<file path="src/rtl/rv32i_fetch_unit.sv">
`default_nettype none
// ============================================================================
// Module   : rv32i_fetch_unit
// Brief    : RV32I instruction-fetch front end. It keeps one outstanding L1I
//            request and holds returned words with their PCs in a small FIFO.
//            Defining FETCH_MISALIGN_EN adds fetch_fault for misaligned
//            redirect targets.
// Revision : 1.0
// ============================================================================
module rv32i_fetch_unit #(
    parameter int              PC_W     = 32,
    parameter logic [PC_W-1:0] RESET_PC = '0,
    parameter int              FQ_DEPTH = 2
) (
    input  logic            clk,
    input  logic            rst,
    input  logic            enb,
    output logic            req_valid,
    output logic [PC_W-1:0] req_addr,
    input  logic            req_ready,
    input  logic            rsp_valid,
    input  logic [31:0]     rsp_data,
    output logic            inst_valid,
    output logic [31:0]     inst_data,
    output logic [PC_W-1:0] inst_pc,
    input  logic            inst_ready,
`ifdef FETCH_MISALIGN_EN
    output logic            fetch_fault,
`endif
    input  logic            redirect,
    input  logic [PC_W-1:0] redirect_pc
);

    localparam int                 c_PTR_W      = (FQ_DEPTH > 1) ? $clog2(FQ_DEPTH) : 1;
    localparam int                 c_CNT_W      = $clog2(FQ_DEPTH) + 1;
    localparam logic [c_CNT_W-1:0] c_DEPTH      = c_CNT_W'(FQ_DEPTH);
    localparam logic [PC_W-1:0]    c_ALIGN_MASK = ~(PC_W'(3));
    localparam logic [PC_W-1:0]    c_PC_STEP    = PC_W'(4);

    typedef enum logic [1:0] {
        S_IDLE  = 2'd0,
        S_ISSUE = 2'd1,
        S_WAIT  = 2'd2,
        S_FLUSH = 2'd3
    } state_t;

    state_t              state_q, state_d;
    logic                req_valid_q;
    logic [PC_W-1:0]     fetch_pc_q;
    logic [PC_W-1:0]     req_pc_q;
    logic                fault_q;

    logic [c_PTR_W-1:0]  rd_ptr_q, wr_ptr_q;
    logic [c_CNT_W-1:0]  count_q;
    logic [c_CNT_W-1:0]  w_count_d;
    logic [31:0]         data_q [FQ_DEPTH];
    logic [PC_W-1:0]     pc_q   [FQ_DEPTH];

    logic w_misalign, w_fault_d, w_go, w_hs, w_push, w_pop, w_room;

`ifdef FETCH_MISALIGN_EN
    assign w_misalign  = |redirect_pc[1:0];
    assign fetch_fault = fault_q;
`else
    assign w_misalign  = 1'b0;
`endif

    // A pending fault blocks every path that would start a new request.
    assign w_fault_d = redirect ? w_misalign : fault_q;
    assign w_go      = enb & ~w_fault_d;
    assign w_hs      = (state_q == S_ISSUE) & req_ready;
    assign w_push    = (state_q == S_WAIT) & rsp_valid & ~redirect;
    assign w_pop     = inst_valid & inst_ready & ~redirect;
    assign w_count_d = count_q + c_CNT_W'(w_push) - c_CNT_W'(w_pop);
    assign w_room    = (count_q < c_DEPTH);

    always_comb begin
        state_d = state_q;
        if (redirect) begin
            case (state_q)
                S_IDLE:  state_d = w_go ? S_ISSUE : S_IDLE;
                S_ISSUE: state_d = req_ready ? S_FLUSH : (w_fault_d ? S_IDLE : S_ISSUE);
                S_WAIT:  state_d = rsp_valid ? (w_go ? S_ISSUE : S_IDLE) : S_FLUSH;
                S_FLUSH: state_d = rsp_valid ? (w_go ? S_ISSUE : S_IDLE) : S_FLUSH;
                default: state_d = S_IDLE;
            endcase
        end else begin
            case (state_q)
                S_IDLE:  state_d = (w_go && w_room) ? S_ISSUE : S_IDLE;
                S_ISSUE: begin
                    if (req_ready)   state_d = S_WAIT;
                    else if (!enb)   state_d = S_IDLE;
                end
                S_WAIT: begin
                    if (rsp_valid)
                        state_d = (w_go && (w_count_d < c_DEPTH)) ? S_ISSUE : S_IDLE;
                end
                S_FLUSH: begin
                    if (rsp_valid)   state_d = w_go ? S_ISSUE : S_IDLE;
                end
                default: state_d = S_IDLE;
            endcase
        end
    end

    always_ff @(posedge clk) begin
        if (rst) begin
            state_q     <= S_IDLE;
            req_valid_q <= 1'b0;
            fetch_pc_q  <= RESET_PC;
            req_pc_q    <= '0;
            fault_q     <= 1'b0;
        end else begin
            state_q     <= state_d;
            req_valid_q <= (state_d == S_ISSUE);
            fault_q     <= w_fault_d;
            if (redirect)
                fetch_pc_q <= redirect_pc & c_ALIGN_MASK;
            else if (w_hs)
                fetch_pc_q <= fetch_pc_q + c_PC_STEP;
            if (w_hs)
                req_pc_q <= fetch_pc_q;
        end
    end

    function automatic logic [c_PTR_W-1:0] f_ptr_inc(input logic [c_PTR_W-1:0] p);
        return (p == c_PTR_W'(FQ_DEPTH - 1)) ? '0 : p + c_PTR_W'(1);
    endfunction

    always_ff @(posedge clk) begin
        if (rst) begin
            rd_ptr_q <= '0;
            wr_ptr_q <= '0;
            count_q  <= '0;
            for (int i = 0; i < FQ_DEPTH; i++) begin
                data_q[i] <= '0;
                pc_q[i]   <= '0;
            end
        end else if (redirect) begin
            rd_ptr_q <= '0;
            wr_ptr_q <= '0;
            count_q  <= '0;
        end else begin
            if (w_push) begin
                data_q[wr_ptr_q] <= rsp_data;
                pc_q[wr_ptr_q]   <= req_pc_q;
                wr_ptr_q         <= f_ptr_inc(wr_ptr_q);
            end
            if (w_pop)
                rd_ptr_q <= f_ptr_inc(rd_ptr_q);
            count_q <= w_count_d;
        end
    end

    assign req_valid  = req_valid_q;
    assign req_addr   = fetch_pc_q;
    assign inst_valid = (count_q != '0);
    assign inst_data  = data_q[rd_ptr_q];
    assign inst_pc    = pc_q[rd_ptr_q];

endmodule
`default_nettype wire

</file>
<file path="config.mk">
export PLATFORM = sky130hd
export DESIGN_NAME = rv32i_fetch_unit
export DESIGN_NICKNAME = d
export VERILOG_FILES = /design/src/rtl/rv32i_fetch_unit.sv
export SDC_FILE = /design/constraint.sdc
export NUM_CORES = 1
export LEC_CHECK = 0
export CAP_MARGIN = 10
export CORE_ASPECT_RATIO = 1.1
export CORE_UTILIZATION = 50
export CTS_CLUSTER_SIZE = 25
export DETAILED_ROUTE_END_ITERATION = 8
export PLACE_DENSITY = 0.85
export SLEW_MARGIN = 20
export SYNTH_ARGS = -nofsm -noshare
export SYNTH_HDL_FRONTEND = slang
export SYNTH_SLANG_ARGS = --single-unit
</file>
<file path="constraint.sdc">
create_clock -name clk -period 7.85 [get_ports clk]
set_clock_uncertainty 0.15 [all_clocks]
set_input_delay 1.57 -clock clk [delete_from_list [all_inputs] [get_ports clk]]
set_output_delay 1.57 -clock clk [all_outputs]
set_load 0.01 [all_outputs]
</file>
After elaboration in Yosys (flattened, before gate mapping)
Memory sizes are Yosys's and may differ from the RTL's. A register that Yosys moved wholly into a read port is not among the register bits. Index checks and enable logic that the tools add are counted. Widths: inputs -> output; s select.

$add $sub $neg: 5. Multipliers: 0. Divide/modulo/power cells: 0. Magnitude comparators: 2. Equality and inequality tests: 4. Shifts and indexed selects: 0. Mux-type cells: 34. Bitwise operators: 8. Reductions and logical operators: 9.

Operators with widths (number): $mux 32 (4); $reduce_or 32->1 (2); $add 32x3->32 const B (1); $mux 1 (21); $mux 2 (7); $pmux 2 s4 (1); $and 1x1->1 (6); $pmux 2 s3 (1); $eq 2x1->1 const B (2); $eq 2x2->1 const B (2); $lt 2x2->1 const B (2); $reduce_bool 2->1 (2); $reduce_or 2->1 (2); $add 1x1->1 const B (2); $add 2x1->2 (1); $logic_and 1x1->1 (2); $logic_not 2->1 (1); $not 1->1 (2); $sub 2x1->2 (1).

Register bits after elaboration: 72. Latch bits: 0. RAM bits: 128. ROM bits: 0. Word-level logic and storage cells: 73. Memories: 2.

Memories: data_q (words 2, width 32, rd ports 1, clocked after memory_dff 1, write ports 2, line 56) `logic [31:0] data_q [FQ_DEPTH];`; pc_q (words 2, width 32, rd ports 1, clocked after memory_dff 1, write ports 2, line 57) `logic [PC_W-1:0] pc_q [FQ_DEPTH];`.

Logic depth before layout (Yosys ltp)
Depth after elaboration: 12. Mapped depth: 10. Depth with buffers taken out: 10.

Worst setup path before layout
Ideal clock, no wire load.

Kind: input port to flip-flop. From: in redirect. To: mem data_q[0][0] (enable). Arrival time: 6.359 ns. Data required time: 7.132 ns. Path slack: 0.773 ns. Stages: 4. Path buffers: 1. Cell sequence: inv_1 > clkbuf_1 > nand2b_1 > o21ai_0.

RTL lines: start: declaration (line 30) `input logic redirect,`; end: declaration (line 56).

==> out/results.txt <==
Max Fclk -> 215 MHz
latest clock arrival within the worst-skew pair -> 0.43 ns
P_int -> 0.00169 W
Post-route DRC -> 0
Placed Area -> 10,200 um^2
maxcap violations -> 0
H-tree levels -> 4
post-CTS sizing -> 0
Seq cells post-synth -> 193
sw frac -> 22.0%
RePlAce Congestion -> 0.810
Synth Instances -> 727
Ys Warns -> 0
RSZ-0062 raised after global routing -> no
Die Span Y -> 139 um
Ports -> 169
dominant synthesized flop cell -> edfxtp_1
P&R area growth vs syn -> 27.6%
root buf cell -> clkbuf_16
Max Fanout on Critical Path -> 63
share of layout cells above drive strength 1 -> 12.6%
R2R Setup Slk -> 4.54 ns
worst r2r src -> state_q[1]
Via density -> 5.51
Worst-path clk slew -> 0.07 ns
row count -> 49
critical path class -> primary input to flip-flop
Seq/Total Area, Yosys -> 60.1%
Port-buffer cells -> 162
Initial Utilization -> 51.5%
routed vias -> 5,984
Worst Setup End Kind -> flip-flop
Synth cell types -> 47
count of final max-slew check failures -> 0
post-CTS setup buffers -> 0
crit path launch -> redirect
Hold Path Origin -> req_pc_q[14]
Avg WL per Cell -> 16.6 um
# diodes -> 0
Comb power frac -> 8.2%
pin count of the biggest net entering global routing -> 66
Pleak -> 3.83 nW
Setup Viol. Count Final -> 0
first-pass GRT wire length -> 29,300 um
total gr overflow -> 0
commonest non-fill, non-tap cell in the layout -> clkdlybuf4s50_1
Finished Core Util -> 65.7%
worst-margin pin slew -> 0.980 ns
Finished Cell Area -> 10,800 um^2
hold buffers post-CTS -> 0
status -> finished, final reports clean
Flop pwr share -> 52.8%
clock share of power -> 38.9%
core area -> 16,500 um^2
number of flops mapped to enable cells by yosys -> 124
headroom to the max-slew limit -> 34.7%
min-delay worst type -> flip-flop to flip-flop
Critical Path Start Type -> primary input
hold depth -> 2
Syn Std Cell Area -> 8490 um^2
Final period util -> 59.3%
CTS tree -> built
Tot GR Track Use -> 21.3%
number of global-route vias before repair -> 5,970
drt initial violations -> 362
DP HPWL -> 11,300 um
Final nets -> 943
post-synthesis area per instance -> 11.7 um^2
clk sinks -> 193
min Tclk post-route -> 4.65 ns
R2R cell count -> 5
full die area -> 17,500 um^2
Hold Vio Cnt, Final -> 0
ANT nets after route -> 0
router iterations before antenna repair -> 5
Final TNS setup -> 0 ns
highest-count cells in the layout ignoring fill and taps -> clkdlybuf4s50_1, and2_1, edfxtp_1
Routed WL -> 18,000 um
CTS Buf Count -> 17
VDD IR-drop max -> 159 uV
Die W -> 126 um
arrival time worst endpoint -> 4.59 ns
ys async rst share -> 0%
Critical Path RT -> 7.79 ns
worst hold endpoint -> req_pc_q[14]
initial antenna violation count -> 0
Worst R2R End -> data_q[1][3]
Sw Pwr -> 0.000478 W
CTS max path bufs -> 2
PD cells -> 200 nW/um^2
## metal layers
layer  track usage [%]  wire length (um)
met1              27.0              7610
met2              36.0              9030
met3              3.59              1020
met4              9.26               380
met5                 0                 0
## through the flow
stage | worst slack, ns | hold slack [ns] | instances | total power (W)
2_1_floorplan | 0.773 | 0.290 | 730 | 0.00124
3_3_place_gp | 2.80 | 0.296 | 1054 | 0.00134
3_5_place_dp | 2.68 | 0.305 | 1054 | 0.00135
4_1_cts | 3.15 | 0.314 | 1086 | 0.00218
5_1_grt | 2.89 | 0.333 | 1086 | 0.00224
6_report | 3.20 | 0.312 | 1086 | 0.00217
## worst max path at each step
stage               slack [ns]            to  cells after the start
floorplan                 0.77  data_q[0][0]                      4
detailed placement        2.68  data_q[1][5]                      7
global placement          2.80  data_q[1][7]                      7
global route              2.89  data_q[1][3]                      7
finish                    3.20  data_q[1][3]                      7
CTS                       3.15  data_q[1][3]                      7
## cell families (layout without fill, tap and decap cells)
family / Yosys count / in the layout / synth area share, %
simple gates: 307 / 307 / 19.8
flops: 193 / 193 / 60.1
compound gates: 91 / 91 / 7.21
mux: 62 / 62 / 8.23
buf+inv: 59 / 211 / 2.83
xor+xnor: 11 / 11 / 1.31
fa+ha+maj: 3 / 3 / 0.442
other cells: 1 / 4 / 0.0442
## Yosys cell counts, types with 5 or more instances
library cell	instances	area share (%)
nand4_1	8	0.59
a21oi_1	34	2.0
nand2_1	78	3.4
a211oi_1	6	0.53
nand2b_1	5	0.37
o31ai_1	12	1.1
or4_1	16	1.4
clkbuf_1	39	1.7
nand3_1	10	0.59
nor2_1	31	1.4
and2_1	129	9.5
mux2_2	62	8.2
edfxtp_1	124	44
nor3_1	6	0.35
dfxtp_1	69	16
or3_1	8	0.59
xnor2_1	7	0.72
inv_1	9	0.40
o21ai_0	6	0.35
a311oi_1	19	2.0
## area by class of cell
| cell class | instances | area (um^2) |
|---|---|---|
| fillers | 1253 | 5660 |
| multi-input cells | 478 | 3180 |
| flip-flops and latches | 193 | 5110 |
| well taps | 204 | 255 |
| repair buffers | 170 | 1680 |
| clock inverters | 11 | 100 |
| inverters | 9 | 33.8 |
| clock buffers | 21 | 484 |
## power by group through the flow
| stage | combinational, W | clock (W) | sequential [W] |
|---|---|---|---|
| 2_1_floorplan | 0.0000761 | 0 | 0.00117 |
| 4_1_cts | 0.000180 | 0.000857 | 0.00115 |
| 3_5_place_dp | 0.000179 | 0 | 0.00117 |
| 6_report | 0.000179 | 0.000845 | 0.00115 |
| 5_1_grt | 0.000192 | 0.000901 | 0.00115 |
| 3_3_place_gp | 0.000176 | 0 | 0.00117 |
## worst max-delay path, cell delays in order
cell             delay (ns)
clkdlybuf4s50_1        0.71
inv_1                  0.17
nand2_1                0.15
nor3_2                 0.13
buf_4                  0.49
or2_2                  0.87
buf_4                  0.48
## registers in the layout, indices dropped and copies added (netlist names), named ones only
register,flops
rd_ptr_q,1
data_q,64
req_pc_q,30
wr_ptr_q,1
req_addr,30
fault_q,1
state_q,2
req_valid,1
pc_q,60
count_q,2
Power figures use the tool's default switching activity.
